<file path="src/rtl/dc_pkg.sv">
// rtl/dc_pkg.sv - shared types, limits and timing helper for the DC ramp controller
package dc_pkg;

  typedef enum logic [2:0] {
    ST_IDLE,
    ST_RAMP_UP,
    ST_RAMP_DOWN,
    ST_DWELL,
    ST_STOP
  } dc_state_t;

  localparam logic [7:0] DUTY_MAX = 8'd100;

  function automatic logic [23:0] ms_to_cyc(input int unsigned ms, input int unsigned clk_fre);
    return 24'(ms * 1000 * clk_fre);
  endfunction

endpackage

</file>
<file path="src/rtl/dc_ramp_ctrl_tick_gen.sv">
// rtl/dc_ramp_ctrl_tick_gen.sv - loadable 24-bit down-counter pacing duty steps and dwell
module dc_tick_gen (
  input  logic        clk,
  input  logic        rst,
  input  logic        load,
  input  logic [23:0] load_val,
  input  logic        en,
  output logic        expire
);

  logic [23:0] cnt_q, cnt_d;

  // expire must not depend on load: the parent decides whether to load from it
  assign expire = en && (cnt_q == 24'd0);

  always_comb begin
    cnt_d = cnt_q;
    if (load) begin
      cnt_d = load_val;
    end else if (en) begin
      cnt_d = (cnt_q == 24'd0) ? load_val : cnt_q - 24'd1;
    end
  end

  always_ff @(posedge clk) begin
    if (rst) begin
      cnt_q <= 24'd0;
    end else begin
      cnt_q <= cnt_d;
    end
  end

endmodule

</file>
<file path="src/rtl/dc_ramp_ctrl.sv">
// rtl/dc_ramp_ctrl.sv - slews PWM duty toward a commanded target with safe direction reversal
module dc_ramp_ctrl
  import dc_pkg::*;
#(
  parameter int unsigned CLK_FRE = 50,
  parameter int unsigned STEP_MS = 10,
  parameter int unsigned DEAD_MS = 100
) (
  input  logic       clk,
  input  logic       rst,
  input  logic       cmd_valid,
  output logic       cmd_ready,
  input  logic       cmd_dir,
  input  logic [7:0] cmd_duty,
  input  logic       estop,
  output logic       dc_dir,
  output logic [7:0] dc_duty,
  output logic       at_target
);

  localparam logic [23:0] STEP_CYC = ms_to_cyc(STEP_MS, CLK_FRE);
  localparam logic [23:0] DEAD_CYC = ms_to_cyc(DEAD_MS, CLK_FRE);

  dc_state_t   state_q, state_d;
  logic        dir_q, dir_d;
  logic [7:0]  duty_q, duty_d;
  logic        tgt_dir_q, tgt_dir_d;
  logic [7:0]  tgt_duty_q, tgt_duty_d;
  logic        pend_q, pend_d;

  logic        accept;
  logic [7:0]  cmd_duty_clamped;
  logic [7:0]  eff_tgt;
  logic        tick_load;
  logic [23:0] tick_load_val;
  logic        tick_en;
  logic        tick_expire;

  assign cmd_ready = !estop && (state_q == ST_IDLE || state_q == ST_RAMP_UP ||
                                state_q == ST_RAMP_DOWN);
  assign accept           = cmd_valid && cmd_ready;
  assign cmd_duty_clamped = (cmd_duty > DUTY_MAX) ? DUTY_MAX : cmd_duty;
  assign eff_tgt          = pend_q ? 8'd0 : tgt_duty_q;
  assign tick_en          = (state_q == ST_RAMP_UP || state_q == ST_RAMP_DOWN ||
                             state_q == ST_DWELL);

  assign dc_dir    = dir_q;
  assign dc_duty   = duty_q;
  assign at_target = (state_q == ST_IDLE) && (duty_q == tgt_duty_q) && (dir_q == tgt_dir_q);

  always_comb begin
    state_d       = state_q;
    dir_d         = dir_q;
    duty_d        = duty_q;
    tgt_dir_d     = tgt_dir_q;
    tgt_duty_d    = tgt_duty_q;
    pend_d        = pend_q;
    tick_load     = 1'b0;
    tick_load_val = STEP_CYC - 24'd1;

    if (estop) begin
      state_d    = ST_STOP;
      duty_d     = 8'd0;
      tgt_duty_d = 8'd0;
      pend_d     = 1'b0;
    end else if (accept) begin
      tgt_dir_d  = cmd_dir;
      tgt_duty_d = cmd_duty_clamped;
      if (cmd_dir == dir_q || duty_q == 8'd0) begin
        pend_d = 1'b0;
        dir_d  = cmd_dir;
        if (cmd_duty_clamped > duty_q)      state_d = ST_RAMP_UP;
        else if (cmd_duty_clamped < duty_q) state_d = ST_RAMP_DOWN;
        else                                state_d = ST_IDLE;
      end else begin
        pend_d  = 1'b1;
        state_d = ST_RAMP_DOWN;
      end
      // Mid-ramp retargets keep the running step phase
      tick_load = (state_q == ST_IDLE) && (state_d != ST_IDLE);
    end else begin
      case (state_q)
        ST_STOP: state_d = ST_IDLE;
        ST_RAMP_UP: begin
          if (tick_expire) begin
            duty_d = duty_q + 8'd1;
            if (duty_d == eff_tgt) state_d = ST_IDLE;
          end
        end
        ST_RAMP_DOWN: begin
          if (tick_expire) begin
            duty_d = duty_q - 8'd1;
            if (duty_d == eff_tgt) begin
              if (pend_q) begin
                state_d       = ST_DWELL;
                tick_load     = 1'b1;
                tick_load_val = DEAD_CYC - 24'd1;
              end else begin
                state_d = ST_IDLE;
              end
            end
          end
        end
        ST_DWELL: begin
          if (tick_expire) begin
            dir_d  = tgt_dir_q;
            pend_d = 1'b0;
            if (tgt_duty_q != 8'd0) begin
              state_d   = ST_RAMP_UP;
              tick_load = 1'b1;
            end else begin
              state_d = ST_IDLE;
            end
          end
        end
        default: state_d = state_q;
      endcase
    end
  end

  always_ff @(posedge clk) begin
    if (rst) begin
      state_q    <= ST_IDLE;
      dir_q      <= 1'b0;
      duty_q     <= 8'd0;
      tgt_dir_q  <= 1'b0;
      tgt_duty_q <= 8'd0;
      pend_q     <= 1'b0;
    end else begin
      state_q    <= state_d;
      dir_q      <= dir_d;
      duty_q     <= duty_d;
      tgt_dir_q  <= tgt_dir_d;
      tgt_duty_q <= tgt_duty_d;
      pend_q     <= pend_d;
    end
  end

  dc_tick_gen u_tick (
    .clk      (clk),
    .rst      (rst),
    .load     (tick_load),
    .load_val (tick_load_val),
    .en       (tick_en),
    .expire   (tick_expire)
  );

endmodule

</file>
<file path="config.mk">
export PLATFORM = sky130hd
export DESIGN_NAME = dc_ramp_ctrl
export DESIGN_NICKNAME = d
export VERILOG_FILES = /design/src/rtl/dc_pkg.sv /design/src/rtl/dc_ramp_ctrl_tick_gen.sv /design/src/rtl/dc_ramp_ctrl.sv
export SDC_FILE = /design/constraint.sdc
export NUM_CORES = 1
export LEC_CHECK = 0
export BUFFER_PORTS_ARGS = -buffer_cell sky130_fd_sc_hd__buf_2
export CORE_ASPECT_RATIO = 2
export CORE_MARGIN = 2
export CORE_UTILIZATION = 43
export CTS_CLUSTER_SIZE = 12
export DETAILED_ROUTE_END_ITERATION = 8
export GPL_ROUTABILITY_DRIVEN = 0
export SLEW_MARGIN = 20
export SYNTH_ARGS = -nofsm -noshare
export SYNTH_HDL_FRONTEND = slang
export SYNTH_SLANG_ARGS = --single-unit
</file>
<file path="constraint.sdc">
create_clock -name clk -period 8.4 [get_ports clk]
set_input_delay 1.26 -clock clk [delete_from_list [all_inputs] [get_ports clk]]
set_output_delay 1.26 -clock clk [all_outputs]
set_load 0.01 [all_outputs]
</file>
## Yosys cells after proc, flatten, opt, wreduce, memory -nomap -nowiden

Cells that the tools add are included.

| storage, ports and cells | value |
|---|---|
| bits in writable memories | 0 |
| memories kept | 0 |
| latch bits | 0 |
| flip-flop bits (word level) | 46 |
| input port bits | 13 |
| output and inout port bits | 11 |
| memory bits (read-only) | 0 |
| logic and storage cells | 113 |

| operators by class | value |
|---|---|
| equality and inequality tests | 22 |
| $add $sub $neg | 3 |
| $mul | 0 |
| bitwise logic cells | 2 |
| reduce and logical (&&, ||, !) cells | 30 |
| multiplexer cells | 45 |
| order comparisons | 3 |
| shift-type cells | 0 |
| divide/modulo/power cells | 0 |

Operators by type and width:

| cell | number |
|---|---|
| 23-bit two-way mux | 6 |
| 24-bit two-way mux | 3 |
| 8-bit two-way mux | 4 |
| 3-bit two-way mux | 10 |
| 8-bit == test | 3 |
| 24-bit logical NOT | 1 |
| 24-bit by 1-bit subtractor with 24-bit output, second input constant | 1 |
| 1-bit two-way mux | 16 |
| 8-bit case mux with 2 select lines | 1 |
| 4-bit != test, second input constant | 3 |
| 3-bit case mux with 4 select lines | 1 |
| 6-bit AND reduction | 2 |
| 3-bit != test, second input constant | 3 |
| 8-bit by 1-bit adder with 8-bit output, second input constant | 1 |
| 8-bit by 7-bit > comparator with 1-bit output, second input constant | 1 |
| 8-bit > comparator | 1 |
| 8-bit logical NOT | 1 |
| 8-bit less-than comparator | 1 |
| 4-bit by 3-bit != test with 1-bit output, second input constant | 2 |
| 4-bit AND reduction | 2 |
| 2-bit nonzero test | 4 |
| 8-bit nonzero test | 1 |
| 8-bit by 1-bit subtractor with 8-bit output, second input constant | 1 |
| 3-bit by 2-bit == test with 1-bit output, second input constant | 2 |
| 18 further kinds | 34 |

## Logic depth before layout (Yosys ltp)

Gate-level depths: netlist of the first run.

| depth | value |
|---|---|
| depth in word-level cells | 13 |
| mapped depth | 12 |
| mapped depth without buffers | 12 |

## Modules after synthesis

From an unflattened synthesis of the first run, not the netlist that was laid out.

| unflattened totals | value |
|---|---|
| cell total of the unflattened synthesis | 511 |
| area total of the unflattened synthesis | 3773.6 sq um |

Modules (own cells, without submodules):

| module | sequential area each (sq um) | area an instance (sq um) | cells each | instances |
|---|---|---|---|---|
| dc_ramp_ctrl | 440.4 | 2134.5 | 299 | 1 |
| dc_tick_gen | 480.5 | 1639.1 | 212 | 1 |

## Worst setup path before layout of the first run

Ideal clock, no wire load.

| path | value |
|---|---|
| path type | input-to-reg |
| start | input cmd_duty[0] |
| end | register u_tick.cnt_q[10] |
| stages on the path | 12 |
| library setup time | 122 ps |
| buffers on the path | 0 |
| data arrival time | 3445 ps |
| data required time | 8278 ps |
| slack | 4833 ps |
| path through | o21ai_0 > nand2_1 > a31oi_1 > and2_1 > ha_1 > nor2b_1 > o21a_1 > o21a_1 > nor3b_1 > o311ai_2 > nand3b_1 > nor2_1 |

| on the way | value |
|---|---|
| cells in the longest elaborated chain, start to end | 13 |
| elaborated cells on any way between the ends | 15 |
| classes of those cells | order compare: 3; mux: 9; reduce/logical: 3 |

RTL lines:

| what | RTL line | RTL |
|---|---|---|
| start, declared | dc_ramp_ctrl.sv:14 | `input logic [7:0] cmd_duty,` |
| 8-bit by 7-bit > comparator with 1-bit output (*) | dc_ramp_ctrl.sv:42 | `assign cmd_duty_clamped = (cmd_duty > DUTY_MAX) ? DUTY_MAX : cmd_duty;` |
| 8-bit two-way mux (*) | dc_ramp_ctrl.sv:42 |  |
| via cmd_duty_clamped[1] | dc_ramp_ctrl.sv:32 | `logic [7:0] cmd_duty_clamped;` |
| 8-bit less-than comparator | dc_ramp_ctrl.sv:73 | `else if (cmd_duty_clamped < duty_q) state_d = ST_RAMP_DOWN;` |
| 2-bit two-way mux | dc_ramp_ctrl.sv:73 |  |
| 2-bit two-way mux (*) | dc_ramp_ctrl.sv:72 | `if (cmd_duty_clamped > duty_q) state_d = ST_RAMP_UP;` |
| 3-bit two-way mux (*) | dc_ramp_ctrl.sv:69 | `if (cmd_dir == dir_q \|\| duty_q == 8'd0) begin` |
| 3-bit two-way mux (*) | dc_ramp_ctrl.sv:66 | `end else if (accept) begin` |
| 3-bit two-way mux (*) | dc_ramp_ctrl.sv:61 | `if (estop) begin` |
| 3-bit nonzero test (*) | dc_ramp_ctrl.sv:80 | `tick_load = (state_q == ST_IDLE) && (state_d != ST_IDLE);` |
| 1-bit logical AND (*) | dc_ramp_ctrl.sv:80 |  |
| 1-bit two-way mux (*) | dc_ramp_ctrl.sv:66 |  |
| 1-bit two-way mux (*) | dc_ramp_ctrl.sv:61 |  |
| 24-bit two-way mux / 2-bit nonzero test (equally long branches) | - |  |
| end signal, assigned | dc_ramp_ctrl_tick_gen.sv:29 | `cnt_q <= cnt_d;` |
| end, declared | dc_ramp_ctrl_tick_gen.sv:11 | `logic [23:0] cnt_q, cnt_d;` |

Mark *: on every way through the listed nets, which the timed path passes. The rest lies on a longest branch. The select of a mux whose other input is x is not followed.
A chain may end at the register's enable or synchronous reset.

## Worst setup path in the final report of the first run

| path | value |
|---|---|
| start | input cmd_duty[0] |
| end | register u_tick.cnt_q[7] |

Same word-level chain as after synthesis.

==> results.txt, run 1 <==
----------------------------------------------------
[Route]
  DR vias/cell ... 5.847
  DRT Wirelength ... roughly 9700 um
  Drc violations ... 0
  Number of detailed-route iterations in the first pass ... 4
  Post-detailed-route wirelength per cell ... around 18 um
  Starting DRT DRC Count ... about 200
  Via count ... around 3200
  Antenna Violating Nets Remaining ... 0

[Yosys]
  Number of library cell types mapped by synthesis ... 57
  Largest cells by area after synthesis ... sky130_fd_sc_hd__dfxtp_1, sky130_fd_sc_hd__xnor2_1, sky130_fd_sc_hd__a21oi_1, sky130_fd_sc_hd__nor2_1, sky130_fd_sc_hd__ha_1
  Number of flops mapped to enable cells by yosys ... 0
  Top cell type's share of synthesized area ... around 28%
  Number of warnings issued by yosys ... 0
  Cell type with the highest aggregate area in the netlist ... sky130_fd_sc_hd__dfxtp_1
  Share of the yosys chip area belonging to registers ... around 28%
  Async S/R FF share, synth ... 0%
  Syn Nets ... between 400 and 500
  Cell Area, Synth ... approximately 3300 um2
  Synthesized instance count ... 437
  Most instantiated library cell after synthesis ... sky130_fd_sc_hd__nor2_1
  Avg Cell Area, Syn ... 7.573 um2
  Most instantiated flip-flop cell in the synthesis netlist ... sky130_fd_sc_hd__dfxtp_1
  Top cells by count, synth ... sky130_fd_sc_hd__nor2_1, sky130_fd_sc_hd__dfxtp_1, sky130_fd_sc_hd__a21oi_1, sky130_fd_sc_hd__nand2_1, sky130_fd_sc_hd__xnor2_1
  Number of register bits inferred by synthesis ... 46

[Clock network]
  TritonCTS buffer count ... 5
  TritonCTS clock tree ... yes
  Clock buffer depth ... 2
  Hold-fix buffers, CTS ... 0
  Clock-pin slew reported for the worst setup and hold paths after clock tree synthesis ... 70 ps
  H-tree depth reported by CTS ... 2
  Buffer cell driving the clock tree root ... sky130_fd_sc_hd__clkbuf_16
  Number of gates resized after cts ... 0
  Number of setup buffers added after CTS ... 0
  Number of sinks on the clock net ... between 40 and 50
  Clock latency on the worst-skew pair ... 300 ps

[Placed design]
  Count of input and output buffers ... 23
  Detailed Place HPWL ... about 7600 um

[Worst setup path]
  Reg-to-reg setup timing slack ... between 4000 and 5000 ps
  R2R Path End ... u_tick.cnt_q[17]$_SDFFE_PP0P_
  CP Launch Type ... input pin
  Required arrival time at the worst endpoint ... 8630 ps
  Origin of the critical flop-to-flop path ... u_tick.cnt_q[5]$_SDFFE_PP0P_
  Crit path capture type ... flip-flop
  Number of cells on the worst reg-to-reg path ... 7
  Arrival @ worst endpoint ... a little over 4000 ps
  Start-to-end type of the worst setup path ... in -> reg
  Highest net fanout along the worst path ... 9

[STA]
  Worst Clk Skew ... about 6 ps
  Final setup violating endpoints ... 0
  Worst max-slew margin expressed relative to the limit ... 34.81%
  Number of endpoints with negative hold slack in the final report ... 0
  Final max-slew violation count ... 0
  Fmax ... between 200 and 300 MHz
  Measured slew at the worst slew-check pin ... between 900 and 1000 ps
  Final clock period utilization by the worst path ... a little under half
  RSZ-0062 raised after global routing ... no
  Final worst path period need ... 3820 ps
  Setup Total Neg Slack ... 0 ps

[Flow run]
  Max cap viols ... 0

[Die]
  Starting density of the core ... a little over two fifths
  Total die area ... about 8500 um2
  Die X-Extent ... about 66 um
  # rows ... 45
  IO Pins ... 24
  Core region area ... around 7500 um2
  Chip height ... around 130 um

[Global routing]
  Vias in the first global route ... a little over 3000
  First-pass GRT wire length ... about 15000 um
  Global-route usage over all layers ... between 20% and 30%
  Antenna violations before repair ... 0
  Overflow left after global routing ... 0
  Maximum number of pins on one net before global-route repair ... 21

[Final layout]
  Area growth from synthesis to layout ... 9.830%
  Antenna fix cells ... 0
  Proportion of layout cells with a drive suffix above 1 ... between 10% and 20%
  Layout Nets ... about 470

[Power and ir drop]
  Relative contribution of the clock network to total power ... slightly below 40%
  P_sw ... about 0.18 mW
  Sequential Power Share ... ~40%
  Relative contribution of combinational cells to total power ... approximately a fifth
  Internal power of the cells ... approximately 0.42 mW
  Peak supply drop ... just under 80 uV
  Total power draw ... 0.5967 mW
  Total power divided by cell area ... around 160 nW/um2
  Sw Share ... between 20% and 30%
  Static leakage ... between 1 and 1.5 nW

[Outcome]
  Status ... completed

[Hold path]
  Hold endpoint ... u_tick.cnt_q[4]$_SDFFE_PP0P_
  Type of the worst min-delay path ... reg -> reg
  Startpoint of the tightest hold check path ... u_tick.cnt_q[4]$_SDFFE_PP0P_
  Hold-critical path depth ... 2

----------------------------------------------------
==> power by group through the flow <==
stage | combinational, mW | sequential (mW) | clock [mW]
floorplan | 0.0948 | 0.238 | 0
global placement | 0.119 | 0.242 | 0
detailed placement | 0.121 | 0.242 | 0
CTS | 0.121 | 0.237 | 0.241
global route | 0.135 | 0.239 | 0.251
finish | 0.122 | 0.238 | 0.237
==> cells in the final DEF, fill, tap and decap left out, drive strengths merged, types with 6 or more instances in the layout <==
cell type and count:
nor2 52, buf 25, nand2b 8, nor4 12
inv 13, o21ai 18, nor2b 8, nand2 35
xor2 9, or4 7, dfxtp 46, and3 6
or2 8, clkbuf 6, nand4 11, a21oi 40
nand3 18, xnor2 32, ha 12, and2 6
nor3 23
==> through the flow <==
step | cell area [um2] | setup WS [ps] | util (%) | hold slack [ps] | instances
floorplan | 3309 | 4833 | - | 469.1 | 437
global placement | 3466 | 4376 | 45.94 | 480.8 | 534
detailed placement | 3466 | 4289 | 45.94 | 503.5 | 534
CTS | 3635 | 4588 | 48.18 | 512.1 | 541
global route | 3635 | 4356 | 48.18 | 536.4 | 541
finish | 3635 | 4580 | 48.18 | 510.8 | 541
==> worst max-delay path by stage <==
| stage | start | endpoint | slack, ps | cells past startpoint |
|---|---|---|---|---|
| 2_1_floorplan | cmd_duty[0] | u_tick.cnt_q[10]$_SDFFE_PP0P_ | 4830 | 12 |
| 3_3_place_gp | cmd_duty[0] | u_tick.cnt_q[7]$_SDFFE_PP0P_ | 4380 | 13 |
| 3_5_place_dp | cmd_duty[0] | u_tick.cnt_q[7]$_SDFFE_PP0P_ | 4290 | 13 |
| 4_1_cts | cmd_duty[0] | u_tick.cnt_q[23]$_SDFFE_PP0P_ | 4590 | 13 |
| 5_1_grt | cmd_duty[0] | u_tick.cnt_q[7]$_SDFFE_PP0P_ | 4360 | 13 |
| 6_report | cmd_duty[0] | u_tick.cnt_q[7]$_SDFFE_PP0P_ | 4580 | 13 |
==> cell type report <==
cell class | count | area [um2]
sequential | 46 | 920.9
tap | 94 | 117.6
clock inverter | 1 | 30.03
fill | 782 | 3910
inverter | 13 | 48.80
clock buffer | 6 | 138.9
timing repair buffer | 25 | 130.1
multi-input combinational | 356 | 2248
==> cells by family (layout without fill, tap and decap cells) <==
logic type / after synthesis / count (layout) / share of synthesized area, %
AO/OA/AOI/OAI: 91 / 91 / 17.47
XOR/XNOR: 41 / 41 / 10.85
adder cells (fa/ha/maj): 12 / 12 / 4.537
buffers and inverters: 35 / 45 / 4.234
flip-flops: 46 / 46 / 27.83
multiplexers: 6 / 6 / 1.890
other: 1 / 1 / 0.1133
AND/OR/NAND/NOR: 205 / 205 / 33.08
==> sequential cells by signal, summed over array words and instances, names as in the netlist <==
signal        flops
dc_dir            1
dc_duty           8
pend_q            1
state_q           3
tgt_dir_q         1
tgt_duty_q        8
u_tick.cnt_q     24
==> worst max-delay path, stage by stage <==
cell and delay (ps):
sky130_fd_sc_hd__buf_2 110, sky130_fd_sc_hd__o21ai_0 150, sky130_fd_sc_hd__nand2_1 70, sky130_fd_sc_hd__a31oi_1 350
sky130_fd_sc_hd__and2_1 220, sky130_fd_sc_hd__ha_1 150, sky130_fd_sc_hd__nor2b_1 160, sky130_fd_sc_hd__o21a_1 130
sky130_fd_sc_hd__o21a_1 130, sky130_fd_sc_hd__nor3b_1 70, sky130_fd_sc_hd__o311ai_2 680, sky130_fd_sc_hd__nand3b_1 390
sky130_fd_sc_hd__nor2_1 190
==> routing by layer <==
| metal | GRT usage, % | part of all wire (%) |
|---|---|---|
| met3 | 2.809 | 2.1 |
| met4 | 14.41 | 5.2 |
| met1 | 22.52 | 36 |
| met5 | 0 | 0 |
| met2 | 46.46 | 57 |
No activity file was read; power rests on OpenSTA's default activity.
==> inputs of run 2 (changes only) <==
==> constraint.sdc (replaced) <==
create_clock -name clk -period 3.5 [get_ports clk]
set_input_delay 0.525 -clock clk [delete_from_list [all_inputs] [get_ports clk]]
set_output_delay 0.525 -clock clk [all_outputs]
set_load 0.01 [all_outputs]
==> run 2 against run 1 <==
Effect of this change:
- power up 130%
- design area up 1.1%
- non-clock buffer count increased by 8
- worst setup slack worse by 4100 ps
- register-to-register slack got worse by 4500 ps
- largest power group unchanged
==> results.txt, run 2 (synthesis gave the netlist of run 1 again) <==
----------------------------------------------------
[Outcome]
  Status ... completed (unchanged)

[STA]
  Final worst path period need ... just over 3000 ps
  Fmax ... around 330 MHz
  Final max-slew violation count ... 0 (unchanged)
  Worst Clk Skew ... 4.314 ps (was 5.974 ps)
  RSZ-0062 raised after global routing ... no (unchanged)
  Worst max-slew margin expressed relative to the limit ... 50.24% (was 34.81%)
  Final clock period utilization by the worst path ... just under 90%
  Number of endpoints with negative hold slack in the final report ... 0 (unchanged)
  Setup Total Neg Slack ... 0 ps (unchanged)
  Measured slew at the worst slew-check pin ... 746.5 ps (was 970.4 ps)
  Final setup violating endpoints ... 0 (unchanged)

[Worst setup path]
  Crit path capture type ... flip-flop (unchanged)
  Start-to-end type of the worst setup path ... reg -> reg (was in -> reg)
  Arrival @ worst endpoint ... 3190 ps (was 4050 ps)
  Required arrival time at the worst endpoint ... 3640 ps (was 8630 ps)
  Number of cells on the worst reg-to-reg path ... 7 (unchanged)
  Highest cell delay on the worst timing path ... 590 ps (was 680 ps)
  CP Launch Type ... flip-flop (was input pin)
  Highest net fanout along the worst path ... 8 (was 9)
  Worst path slowest cell ... sky130_fd_sc_hd__or4_4 (was sky130_fd_sc_hd__o311ai_2)
  Ordered cell list for the critical path ... or4_4 -> nor4_4 -> nand4_1 -> or4_4 -> nor4_4 -> or2_2 -> a21oi_1 (was buf_2 -> o21ai_0 -> nand2_1 -> a31oi_1 -> and2_1 -> ha_1 -> nor2b_1 -> o21a_1 -> o21a_1 -> nor3b_1 -> o311ai_2 -> nand3b_1 -> nor2_1)

[Final layout]
  Area of the multi-input gates ... 2248 um2 (unchanged)
  Commonest cells after routing, fill and taps aside ... sky130_fd_sc_hd__nor2_1, sky130_fd_sc_hd__dfxtp_1, sky130_fd_sc_hd__a21oi_1, sky130_fd_sc_hd__nand2_1, sky130_fd_sc_hd__xnor2_1 (unchanged)
  Antenna fix cells ... 0 (unchanged)
  Post-route cell area ... 3674 um2 (was 3635 um2)
  Most frequent standard cell in the layout excluding fill and tap cells ... sky130_fd_sc_hd__nor2_1 (unchanged)
  Number of flip-flops under the largest register name ... 24 (unchanged)
  Sequential cell area in the final layout ... 920.9 um2 (unchanged)
  Layout Nets ... 480 (was 472)
  Area growth from synthesis to layout ... 11.00% (was 9.830%)
  Biggest register ... u_tick.cnt_q (unchanged)
  Layout filler cell count ... 788 (was 782)
  Proportion of layout cells with a drive suffix above 1 ... 12.94% (was 11.41%)
  Post-Layout Cell Count ... 550 (was 541)

[Clock network]
  TritonCTS buffer count ... 5 (unchanged)
  Clock-pin slew reported for the worst setup and hold paths after clock tree synthesis ... 60 ps (was 70 ps)
  Buffer cell driving the clock tree root ... sky130_fd_sc_hd__clkbuf_16 (unchanged)
  Number of sinks on the clock net ... 46 (unchanged)
  TritonCTS clock tree ... yes (unchanged)
  Clock latency on the worst-skew pair ... 290 ps (was 300 ps)
  Hold-fix buffers, CTS ... 0 (unchanged)
  Number of setup buffers added after CTS ... 0 (unchanged)
  Number of gates resized after cts ... 0 (unchanged)
  H-tree depth reported by CTS ... 2 (unchanged)
  Clock buffer depth ... 2 (unchanged)

[Route]
  Antenna Violating Nets Remaining ... 0 (unchanged)
  Post-detailed-route wirelength per cell ... 17.71 um (was 17.88 um)
  DRT Wirelength ... 9738 um (was 9671 um)
  Number of detailed-route iterations in the first pass ... 5 (was 4)
  Via count ... 3232 (was 3163)
  Drc violations ... 0 (unchanged)
  DR vias/cell ... 5.876 (was 5.847)
  Starting DRT DRC Count ... 156 (was 201)

[Power and ir drop]
  Static leakage ... 1.367 nW (was 1.336 nW)
  Total power divided by cell area ... 370.1 nW/um2 (was 164.2 nW/um2)
  Peak supply drop ... 171.1 uV (was 79.40 uV)

[Global routing]
  Global-route usage over all layers ... 24.76% (was 23.88%)
  Maximum number of pins on one net before global-route repair ... 21 (unchanged)
  Vias in the first global route ... 3208 (was 3071)
  First-pass GRT wire length ... 15770 um (was 15210 um)
  Antenna violations before repair ... 0 (unchanged)
  Overflow left after global routing ... 0 (unchanged)

[Die]
  Chip height ... 128.1 um (unchanged)
  # rows ... 45 (unchanged)
  Starting density of the core ... 43.86% (unchanged)
  IO Pins ... 24 (unchanged)
  Core region area ... 7545 um2 (unchanged)
  Die X-Extent ... 66.04 um (unchanged)
  Total die area ... 8457 um2 (unchanged)

[Placed design]
  Count of input and output buffers ... 23 (unchanged)
  Placement Cell Area ... 3526 um2 (was 3466 um2)
  Number of cells in the design after placement ... 542 (was 534)
  Detailed Place HPWL ... 7655 um (was 7567 um)

[Hold path]
  Hold-critical path depth ... 2 (unchanged)
  Type of the worst min-delay path ... reg -> reg (unchanged)

[Flow run]
  Max cap viols ... 0 (unchanged)

----------------------------------------------------
## run 2: changes by cell type in the layout (fill, tap and decap cells not counted), sizes merged
cell and change:
buf +8, bufinv -1, clkbuf +1, clkinv +1
## run 2: power breakdown
group | leakage, nW | switching (mW) | internal, mW | total [mW]
clock | 0.0739 | 0.207 | 0.284 | 0.490
sequential | 0.373 | 0.0267 | 0.544 | 0.570
combinational | 0.920 | 0.179 | 0.120 | 0.299
total | 1.37 | 0.412 | 0.948 | 1.36
## run 2: final timing paths
kind | slack, ps | startpoint | endpoint
worst min-delay path | 500 | tgt_dir_q$_SDFFE_PP0P_ | tgt_dir_q$_SDFFE_PP0P_
worst max register to register | 450 | u_tick.cnt_q[5]$_SDFFE_PP0P_ | u_tick.cnt_q[17]$_SDFFE_PP0P_
worst min register to register | 500 | tgt_dir_q$_SDFFE_PP0P_ | tgt_dir_q$_SDFFE_PP0P_
worst max-delay path | 450 | u_tick.cnt_q[5]$_SDFFE_PP0P_ | u_tick.cnt_q[17]$_SDFFE_PP0P_
## run 2: metal layers
metal	track usage, %	up-vias	part of all wire, %	wire [um]
met5	0	-	0	0
met4	21.85	0	10	970
met3	3.336	57	2.7	267
met2	44.68	91	53	5169
met1	23.17	1483	34	3331
li1	-	1601	-	-
## run 2: metrics by stage
| stage | worst slack (ps) | util [%] | hold WS, ps | power (mW) |
|---|---|---|---|---|
| global route | 174.3 | 48.69 | 521.6 | 1.427 |
| global placement | 289.5 | 46.73 | 482.0 | 0.8744 |
| floorplan | 667.8 | - | 469.1 | 0.7976 |
| finish | 453.9 | 48.69 | 501.5 | 1.360 |
| detailed placement | 161.3 | 46.73 | 490.5 | 0.8765 |
| CTS | 459.4 | 48.69 | 500.5 | 1.372 |
## run 2: area by class of cell
type                            instances  share of cell area [%]
Multi-Input combinational cell        356                   61.21
Sequential cell                        46                   25.07
Tap cell                               94                   3.202
Timing Repair Buffer                   33                   5.177
Clock buffer                            7                   3.883
Clock inverter                          1                  0.1362
Inverter                               13                   1.328
## run 2: worst max-delay path: cells and delay by family, from the launching register on
| family | cells | cell delay, ps |
|---|---|---|
| and+or+nand+nor | 6 | 2440 |
| DFF | 1 | 380 |
| AOI/OAI and AO/OA | 1 | 60 |
==> inputs of run 3 (changes only) <==
--- a/config.mk
+++ b/config.mk
@@ -8,7 +8,7 @@
 export BUFFER_PORTS_ARGS = -buffer_cell sky130_fd_sc_hd__buf_2
 export CORE_ASPECT_RATIO = 2
 export CORE_MARGIN = 2
-export CORE_UTILIZATION = 43
+export CORE_UTILIZATION = 30
 export CTS_CLUSTER_SIZE = 12
 export DETAILED_ROUTE_END_ITERATION = 8
 export GPL_ROUTABILITY_DRIVEN = 0
==> run 3 against run 2 <==
Effect of this change:
- wire length is 3.7% higher
- maximum frequency is 0.48% lower
- global-route usage is 7.4 points lower
- highest routed layer unchanged
- clock-buffer cell count is 2 lower
- non-clock buffer count stayed put
- register-to-register slack better by 80 ps
- first-iteration DRC count is 15% higher
- die area is 41% higher
- clock power is 16% higher
- power is 6.4% higher
- worst hold slack worse by 0.95 ps
==> results.txt, run 3 (synthesis gave the netlist of run 1 again) <==
----------------------------------------------------
[Outcome]
  Status ... completed (unchanged)

[Global routing]
  Maximum number of pins on one net before global-route repair ... 21 (unchanged)
  Antenna violations before repair ... 0 (unchanged)
  Vias in the first global route ... 3344 (was 3208)
  Overflow left after global routing ... 0 (unchanged)
  First-pass GRT wire length ... 15990 um (was 15770 um)
  Global-route usage over all layers ... 17.37% (was 24.76%)

[Worst setup path]
  Required arrival time at the worst endpoint ... 3720 ps (was 3640 ps)
  Start-to-end type of the worst setup path ... in -> reg (was reg -> reg)
  Highest net fanout along the worst path ... 7 (was 8)
  R2R Path End ... u_tick.cnt_q[10]$_SDFFE_PP0P_ (was u_tick.cnt_q[17]$_SDFFE_PP0P_)
  Arrival @ worst endpoint ... 3280 ps (was 3190 ps)
  CP Launch Type ... input pin (was flip-flop)
  Origin of the critical flop-to-flop path ... dc_duty[5]$_SDFFE_PP0P_ (was u_tick.cnt_q[5]$_SDFFE_PP0P_)
  Reg-to-reg setup timing slack ... 530 ps (was 450 ps)
  Number of cells on the worst reg-to-reg path ... 9 (was 7)
  Beginning of the critical path ... cmd_duty[0] (was u_tick.cnt_q[5]$_SDFFE_PP0P_)
  Crit path capture type ... flip-flop (unchanged)

[Die]
  IO Pins ... 24 (unchanged)
  # rows ... 54 (was 45)
  Starting density of the core ... 30.61% (was 43.86%)
  Core region area ... 10810 um2 (was 7545 um2)
  Total die area ... 11940 um2 (was 8457 um2)
  Die X-Extent ... 78.27 um (was 66.04 um)
  Chip height ... 152.5 um (was 128.1 um)

[Power and ir drop]
  Peak supply drop ... 202.2 uV (was 171.1 uV)
  P_sw ... 0.4377 mW (was 0.4120 mW)
  Total power divided by cell area ... 385.6 nW/um2 (was 370.1 nW/um2)
  Relative contribution of the clock network to total power ... 39.2% (was 36.1%)
  Relative contribution of combinational cells to total power ... 21.4% (was 22.0%)
  Sequential Power Share ... 39.3% (was 41.9%)
  Sw Share ... 30.25% (was 30.31%)
  Total power draw ... 1.447 mW (was 1.360 mW)
  Internal power of the cells ... 1.009 mW (was 0.9476 mW)
  Static leakage ... 1.378 nW (was 1.367 nW)

[Clock network]
  Number of gates resized after cts ... 0 (unchanged)
  Hold-fix buffers, CTS ... 0 (unchanged)
  Clock latency on the worst-skew pair ... 300 ps (was 290 ps)
  Number of sinks on the clock net ... 46 (unchanged)
  TritonCTS clock tree ... yes (unchanged)
  Buffer cell driving the clock tree root ... sky130_fd_sc_hd__clkbuf_16 (unchanged)
  TritonCTS buffer count ... 5 (unchanged)
  Number of setup buffers added after CTS ... 0 (unchanged)
  Clock-pin slew reported for the worst setup and hold paths after clock tree synthesis ... 70 ps (was 60 ps)
  Clock buffer depth ... 2 (unchanged)
  H-tree depth reported by CTS ... 2 (unchanged)

[Route]
  Via count ... 3284 (was 3232)
  Number of detailed-route iterations in the first pass ... 5 (unchanged)
  Post-detailed-route wirelength per cell ... 16.95 um (was 17.71 um)
  DR vias/cell ... 5.510 (was 5.876)
  Antenna Violating Nets Remaining ... 0 (unchanged)
  Drc violations ... 0 (unchanged)
  Starting DRT DRC Count ... 179 (was 156)
  DRT Wirelength ... 10100 um (was 9738 um)

[Hold path]
  Hold-critical path depth ... 2 (unchanged)
  Type of the worst min-delay path ... reg -> reg (unchanged)
  Hold endpoint ... u_tick.cnt_q[4]$_SDFFE_PP0P_ (was tgt_dir_q$_SDFFE_PP0P_)
  Startpoint of the tightest hold check path ... u_tick.cnt_q[4]$_SDFFE_PP0P_ (was tgt_dir_q$_SDFFE_PP0P_)

[Placed design]
  Detailed Place HPWL ... 8039 um (was 7655 um)
  Count of input and output buffers ... 23 (unchanged)

[Final layout]
  Biggest register ... u_tick.cnt_q (unchanged)
  Layout Nets ... 480 (unchanged)
  Number of flip-flops under the largest register name ... 24 (unchanged)
  Most frequent standard cell in the layout excluding fill and tap cells ... sky130_fd_sc_hd__nor2_1 (unchanged)
  Commonest cells after routing, fill and taps aside ... sky130_fd_sc_hd__nor2_1, sky130_fd_sc_hd__dfxtp_1, sky130_fd_sc_hd__a21oi_1, sky130_fd_sc_hd__nand2_1, sky130_fd_sc_hd__xnor2_1 (unchanged)
  Area growth from synthesis to layout ... 13.38% (was 11.00%)
  Proportion of layout cells with a drive suffix above 1 ... 13.16% (was 12.94%)
  Antenna fix cells ... 0 (unchanged)

[STA]
  Final max-slew violation count ... 0 (unchanged)
  RSZ-0062 raised after global routing ... no (unchanged)
  Final clock period utilization by the worst path ... 87.45% (was 87.03%)
  Final worst path period need ... 3061 ps (was 3046 ps)
  Setup Total Neg Slack ... 0 ps (unchanged)
  Fmax ... 326.7 MHz (was 328.3 MHz)
  Final setup violating endpoints ... 0 (unchanged)
  Worst Clk Skew ... 7.499 ps (was 4.314 ps)
  Number of endpoints with negative hold slack in the final report ... 0 (unchanged)
  Measured slew at the worst slew-check pin ... 750.4 ps (was 746.5 ps)
  Worst max-slew margin expressed relative to the limit ... 49.89% (was 50.24%)

[Flow run]
  Max cap viols ... 0 (unchanged)

----------------------------------------------------
[run 3: cell count changes in the layout (fill, tap and decap cells not counted), sizes merged]
cell / delta
bufinv: +1
clkbuf: -2
inv: +1
[run 3: final cells by class]
class / instances / area (um2)
Sequential cell: 46 / 920.9
Timing Repair Buffer: 33 / 190.2
Clock inverter: 3 / 43.79
Tap cell: 140 / 175.2
Fill cell: 1175 / 7058
Clock buffer: 5 / 125.1
Multi-Input combinational cell: 356 / 2248
Inverter: 13 / 48.80
[run 3: layer usage]
metal	vias up	track usage (%)	wire [um]
met3	47	2.251	279
met1	1545	14.48	3379
met5	-	0	0
li1	1597	-	-
met2	95	33.46	5510
met4	0	15.87	934
[run 3: critical path, cell delays in order]
cell and delay, ps:
sky130_fd_sc_hd__buf_2 110, sky130_fd_sc_hd__o21ai_0 150, sky130_fd_sc_hd__nand2_1 80, sky130_fd_sc_hd__a31oi_1 360, sky130_fd_sc_hd__and2_1 220, sky130_fd_sc_hd__ha_1 240, sky130_fd_sc_hd__nor2b_1 130, sky130_fd_sc_hd__o21a_1 160
sky130_fd_sc_hd__o21a_1 180, sky130_fd_sc_hd__nor3b_1 320, sky130_fd_sc_hd__o311a_1 430, sky130_fd_sc_hd__a21oi_1 190, sky130_fd_sc_hd__a21oi_1 190
[run 3: worst max-delay path by stage]
stage | to | depth (start not counted)
floorplan | u_tick.cnt_q[10]$_SDFFE_PP0P_ | 12
global placement | u_tick.cnt_q[20]$_SDFFE_PP0P_ | 13
detailed placement | u_tick.cnt_q[10]$_SDFFE_PP0P_ | 11
CTS | u_tick.cnt_q[10]$_SDFFE_PP0P_ | 11
global route | u_tick.cnt_q[10]$_SDFFE_PP0P_ | 13
finish | u_tick.cnt_q[0]$_SDFFE_PP0P_ | 13
[run 3: power by group through the flow]
stage	clock network, mW	registers, mW	logic (mW)
after floorplan	0	0.570	0.227
after global placement	0	0.579	0.303
after detailed placement	0	0.580	0.307
after CTS	0.577	0.568	0.309
after global routing	0.594	0.572	0.343
final	0.568	0.569	0.310
[run 3: per-stage QoR]
step | utilization, % | hold WS (ps) | worst slack [ps] | std cells | area, um2
2_1_floorplan | - | 469.1 | 667.8 | 437 | 3309
3_3_place_gp | 33.15 | 481.0 | 256.8 | 588 | 3583
3_5_place_dp | 33.15 | 495.2 | 119.9 | 588 | 3583
4_1_cts | 34.71 | 503.2 | 416.4 | 596 | 3752
5_1_grt | 34.71 | 523.2 | 137.0 | 596 | 3752
6_report | 34.71 | 500.6 | 439.2 | 596 | 3752
